$ cat config.mk
export PLATFORM = sky130hd
export DESIGN_NAME = pipe_ctrl
export DESIGN_NICKNAME = d
export VERILOG_FILES = /design/src/rtl/pipe_ctrl.sv
export SDC_FILE = /design/constraint.sdc
export NUM_CORES = 1
export LEC_CHECK = 0
export ABC_AREA = 1
export BUFFER_PORTS_ARGS = -buffer_cell sky130_fd_sc_hd__buf_2
export CORE_ASPECT_RATIO = 0.75
export CORE_MARGIN = 10
export CORE_UTILIZATION = 45
export CTS_CLUSTER_SIZE = 40
export DETAILED_ROUTE_END_ITERATION = 16
export GPL_ROUTABILITY_DRIVEN = 0
export PLACE_DENSITY_LB_ADDON = 0.2
export SLEW_MARGIN = 20
export SYNTH_ARGS = -nofsm -noshare
export SYNTH_HDL_FRONTEND = slang
export SYNTH_SLANG_ARGS = --single-unit
$ cat constraint.sdc
create_clock -name Clk -period 1.7 [get_ports Clk]
set_input_delay 0.34 -clock Clk [delete_from_list [all_inputs] [get_ports Clk]]
set_output_delay 0.34 -clock Clk [all_outputs]
set_load 0.02 [all_outputs]
$ cat src/rtl/pipe_ctrl.sv
// pipe_ctrl: control-side pipeline sequencer and hazard controller for the 8-bit li/addi core.
// Owns the ID/EX and EX/WB control registers, drives ALUSrc/Fwd_signal to the ALU, gates fetch
// and runs a FILL -> RUN -> DRAIN -> HALTED sequence around the datapath.
// Optional build macro: PIPE_CTRL_BUBBLE_CNT_EN adds the 16-bit saturating Bubble_Count output.

module pipe_ctrl #(
  parameter int unsigned REG_ADDR_W  = 3,
  parameter int unsigned FILL_CYCLES = 2
) (
  input  logic                  Clk,
  input  logic                  Reset,
  input  logic                  Instr_Valid,
  input  logic                  Dec_Is_Li,
  input  logic                  Dec_Is_Addi,
  input  logic                  Dec_Is_Halt,
  input  logic [REG_ADDR_W-1:0] Dec_Rs,
  input  logic [REG_ADDR_W-1:0] Dec_Rd,
  output logic                  Fetch_En,
  output logic                  ID_EX_ALUSrc,
  output logic                  ID_EX_RegWrite,
  output logic [REG_ADDR_W-1:0] ID_EX_Rd,
  output logic                  EX_WB_RegWrite,
  output logic [REG_ADDR_W-1:0] EX_WB_Rd,
  output logic                  Fwd_signal,
  output logic                  Busy,
  output logic                  Halted
`ifdef PIPE_CTRL_BUBBLE_CNT_EN
  ,
  output logic [15:0]           Bubble_Count
`endif
);

  typedef enum logic [1:0] {StFill, StRun, StDrain, StHalted} state_e;

  localparam logic [2:0] FillLast = 3'(FILL_CYCLES - 1);

  state_e                state_q;
  // Low only between reset release and the first clock edge, so outputs keep reset values.
  logic                  started_q;
  logic [2:0]            fill_cnt_q;
  logic                  drain_cnt_q;

  logic                  id_ex_valid_q;
  logic                  id_ex_alusrc_q;
  logic                  id_ex_regwrite_q;
  logic [REG_ADDR_W-1:0] id_ex_rs_q;
  logic [REG_ADDR_W-1:0] id_ex_rd_q;

  logic                  ex_wb_valid_q;
  logic                  ex_wb_regwrite_q;
  logic [REG_ADDR_W-1:0] ex_wb_rd_q;

  logic                  in_run;
  logic                  issue;
  logic                  halt_req;

  // Decode qualification: only RUN accepts instructions; halt is consumed, never issued.
  always_comb begin
    in_run   = started_q && (state_q == StRun);
    issue    = in_run && Instr_Valid && !Dec_Is_Halt;
    halt_req = in_run && Instr_Valid && Dec_Is_Halt;
  end

  // Sequencer FSM plus ID/EX and EX/WB control registers; the back end never stalls.
  always_ff @(posedge Clk or negedge Reset) begin
    if (!Reset) begin
      state_q          <= StFill;
      started_q        <= 1'b0;
      fill_cnt_q       <= '0;
      drain_cnt_q      <= 1'b0;
      id_ex_valid_q    <= 1'b0;
      id_ex_alusrc_q   <= 1'b0;
      id_ex_regwrite_q <= 1'b0;
      id_ex_rs_q       <= '0;
      id_ex_rd_q       <= '0;
      ex_wb_valid_q    <= 1'b0;
      ex_wb_regwrite_q <= 1'b0;
      ex_wb_rd_q       <= '0;
    end else begin
      started_q <= 1'b1;

      if (issue) begin
        id_ex_valid_q    <= 1'b1;
        id_ex_alusrc_q   <= Dec_Is_Addi;
        id_ex_regwrite_q <= Dec_Is_Li | Dec_Is_Addi;
        id_ex_rs_q       <= Dec_Rs;
        id_ex_rd_q       <= Dec_Rd;
      end else begin
        id_ex_valid_q    <= 1'b0;
        id_ex_alusrc_q   <= 1'b0;
        id_ex_regwrite_q <= 1'b0;
        id_ex_rs_q       <= '0;
        id_ex_rd_q       <= '0;
      end

      ex_wb_valid_q    <= id_ex_valid_q;
      ex_wb_regwrite_q <= id_ex_regwrite_q;
      ex_wb_rd_q       <= id_ex_rd_q;

      case (state_q)
        StFill: begin
          if (started_q) begin
            if (fill_cnt_q == FillLast) begin
              state_q    <= StRun;
              fill_cnt_q <= '0;
            end else begin
              fill_cnt_q <= fill_cnt_q + 3'd1;
            end
          end
        end
        StRun: begin
          if (halt_req) begin
            state_q     <= StDrain;
            drain_cnt_q <= 1'b0;
          end
        end
        StDrain: begin
          // Two bubble cycles let the in-flight EX and WB instructions retire.
          if (drain_cnt_q) begin
            state_q <= StHalted;
          end else begin
            drain_cnt_q <= 1'b1;
          end
        end
        StHalted: state_q <= StHalted;
        default:  state_q <= StFill;
      endcase
    end
  end

  // Outputs decoded from registered state; fetch also follows the live decode in RUN.
  always_comb begin
    Fetch_En       = started_q && ((state_q == StFill) || issue);
    Busy           = started_q && (state_q != StHalted);
    Halted         = (state_q == StHalted);
    ID_EX_ALUSrc   = id_ex_alusrc_q;
    ID_EX_RegWrite = id_ex_regwrite_q;
    ID_EX_Rd       = id_ex_rd_q;
    EX_WB_RegWrite = ex_wb_regwrite_q;
    EX_WB_Rd       = ex_wb_rd_q;
    Fwd_signal     = id_ex_valid_q && id_ex_alusrc_q && ex_wb_valid_q && ex_wb_regwrite_q &&
                     (id_ex_rs_q == ex_wb_rd_q);
  end

`ifdef PIPE_CTRL_BUBBLE_CNT_EN
  logic [15:0] bubble_cnt_q;

  // Saturating count of RUN cycles that load a bubble into ID/EX.
  always_ff @(posedge Clk or negedge Reset) begin
    if (!Reset) begin
      bubble_cnt_q <= '0;
    end else if (in_run && !issue && (bubble_cnt_q != 16'hFFFF)) begin
      bubble_cnt_q <= bubble_cnt_q + 16'd1;
    end
  end

  assign Bubble_Count = bubble_cnt_q;
`endif

endmodule

==> results.txt <==
fin nets -> 141
gate count of the mapped netlist -> 91
Pwr Density -> 695 nW/µm²
Chip Height -> 57.2 µm
Antenna Nets Post-Route -> 0
most numerous cell in the Yosys netlist -> nand2_1
Die X -> 69.6 µm
top-area cell type share of the netlist area -> 0.633
CTS tree -> yes
total grt overflow -> 0
post-synthesis sequential area ratio -> 0.633
area of the core -> 1740 µm²
H-Tree Depth -> 1
static leakage -> 0.651 nW
area delta synth->final -> 32.2%
Clock Sinks -> 21
Worst path slowest cell -> dfrtp_1
Syn Std Cell Area -> 831 µm²
final period utilization -> 0.996
Post-Route WL -> 1780 µm
Most used DFF post-synth -> dfrtp_1
Inserted Clock Buffers -> 3
startpoint types -> flop
CP Data Arrival Time -> 1.35 ns
Final Skew -> 0.00330 ns
Post-DP Area -> 978 µm²
Yosys cell types -> 13
Area contributors post-synth -> dfrtp_1 63%, nand2_1 9.9%, nor2_1 8.1%
Syn. warnings -> 0
EDFF count, synth -> 0
worst hold path class -> primary input to flop
Mean Syn Cell Area -> 9.13 µm²
Async S/R FF share, synth -> 1.00
Tot Pwr -> 0.000763 W
#FFs+latches synth -> 21
max-slew violations -> 0
Crit Path Max Fanout -> 6
most frequent CP cell -> nand2_2
Initial DRC Count -> 16
I/O pin count -> 25
drt first pass iters -> 4
Via density -> 4.49
largest net degree at the start of global routing -> 22
fin area -> 1100 µm²
vias in the first global route -> 692
die area -> 3980 µm²
Tmin final -> 1.69 ns
outcome -> completed
PortBufs -> 24
Initial Utilization -> 0.477
max_cap viols -> 0
Clock Pin Slew Worst Setup and Hold Paths -> 0.10 ns
Max VDD drop -> 0.525 mV
crit-path max cell delay -> 0.41 ns
maximum clock insertion buffer count -> 2
Final setup violation count -> 0
Max Clk Rate -> 590 MHz
ANT cells -> 0
antenna violations before repair -> 0
final hold vios -> 0
Total GRT Usage -> 0.0900
Wirelength per Cell -> 11.9 µm
clk_lat worst skew -> 0.29 ns
Net Count, Synth -> 103
row count -> 13
clk root buf -> clkbuf_4
first-pass GRT wire length -> 2950 µm
ratio of cells with drive above 1 in the final layout -> 0.352
CP Capture Type -> output pin
Worst EP required -> 1.36 ns
DRC -> 0
RSZ-0062 raised after global routing -> true
WS Path Type -> flop to output pin
Yosys top cell by area -> dfrtp_1
Commonest cells post-synth -> 22 x nand2_1, 21 x dfrtp_1, 18 x nor2_1
Detailed Place HPWL -> 1380 µm
Vias -> 674
worst path cell trace -> inv_2, nand2_2, nor3_4, inv_4, nand2_2, buf_6
## cells in the final DEF (no fill, tap or decap)
cell and n:
buf_2 22, buf_4 9, buf_6 1, clkbuf_1 1
clkbuf_4 3, conb_1 1, dfrtp_1 21, dlygate4sd3_1 1
inv_1 15, inv_2 2, inv_4 1, nand2_1 20
nand2_2 4, nand3_1 2, nand3b_1 1, nor2_1 17
nor2_2 1, nor2_4 1, nor3_4 1, o21ai_0 1
xnor2_1 3
## cells by family after synthesis
logic type | share of synthesized area
buffers and inverters | 0.0813
other | 0.00451
and+or+nand+nor | 0.244
xor gates and xnor gates | 0.0316
DFF | 0.633
AOI/OAI and AO/OA | 0.00602
## critical path, delay by kind of cell, from the launching register on
family,cells,cell delay [ns]
AND/OR/NAND/NOR,3,0.36
flip-flops,1,0.41
buffers and inverters,3,0.28
## through the flow
stage	cells	worst slack (ns)	setup TNS (ns)	utilization	hold slack [ns]
2_1_floorplan	91	0.391	0	-	0.0444
3_3_place_gp	137	0.331	0	0.562	0.314
4_1_cts	143	0.00849	0	0.590	0.224
3_5_place_dp	137	0.275	0	0.562	0.318
5_1_grt	150	-0.0660	-0.104	0.631	0.213
6_report	150	0.00627	0	0.631	0.237
## what timing repair did
item | in CTS | in global routing
pin swaps | 1 | 2
hold buffers | 1 | 0
gates resized for setup | 3 | 6
setup buffers | 1 | 7
hold endpoints to repair | 21 | 0
setup endpoints to repair | 1 | 1
## power breakdown
part           internal [W]  switching [W]  total [W]
Combinational     0.0000155      0.0000208  0.0000363
Sequential         0.000500    0.000000824   0.000501
Clock             0.0000914       0.000135   0.000226
Total              0.000607       0.000156   0.000763
## sequential cells by signal, summed over array words and instances, names as in the netlist
signal and flops:
ex_wb_valid_q 1, started_q 1, state_q 2, ID_EX_RegWrite 1
id_ex_rs_q 3, drain_cnt_q 1, EX_WB_Rd 3, id_ex_valid_q 1
ID_EX_Rd 3, EX_WB_RegWrite 1, ID_EX_ALUSrc 1, fill_cnt_q 3
## path summary, 6_finish.rpt
| path | startpoint | to | slack [ns] | cells after the start |
|---|---|---|---|---|
| setup / recovery | state_q[1] | Fetch_En | 0.006 | 6 |
| hold / removal | Dec_Rd[0] | ID_EX_Rd[0] | 0.24 | 3 |
| setup reg to reg | state_q[1] | ID_EX_Rd[0] | 0.53 | 6 |
| hold reg to reg | ID_EX_Rd[0] | EX_WB_Rd[0] | 0.39 | 0 |
| max in group asynchronous | Reset | fill_cnt_q[0] | 0.88 | 2 |
| min in group asynchronous | Reset | ID_EX_ALUSrc | 0.51 | 2 |
## area by class of cell
cell class / count / area, µm²
inverters: 18 / 70.1
clock buffers: 4 / 26.3
flip-flops and latches: 21 / 526
repair buffers: 33 / 199
multi-input cells: 52 / 250
well taps: 22 / 27.5
fillers: 150 / 642
## routing by layer
layer | track usage | vias to the layer above | part of all wire
met1 | 0.0905 | 316 | 0.39
li1 | - | 335 | -
met2 | 0.156 | 21 | 0.51
met3 | 0.0587 | 2 | 0.094
met5 | 0 | - | 0
met4 | 0.0169 | 0 | 0.0034
No activity file was read; power rests on OpenSTA's default activity.
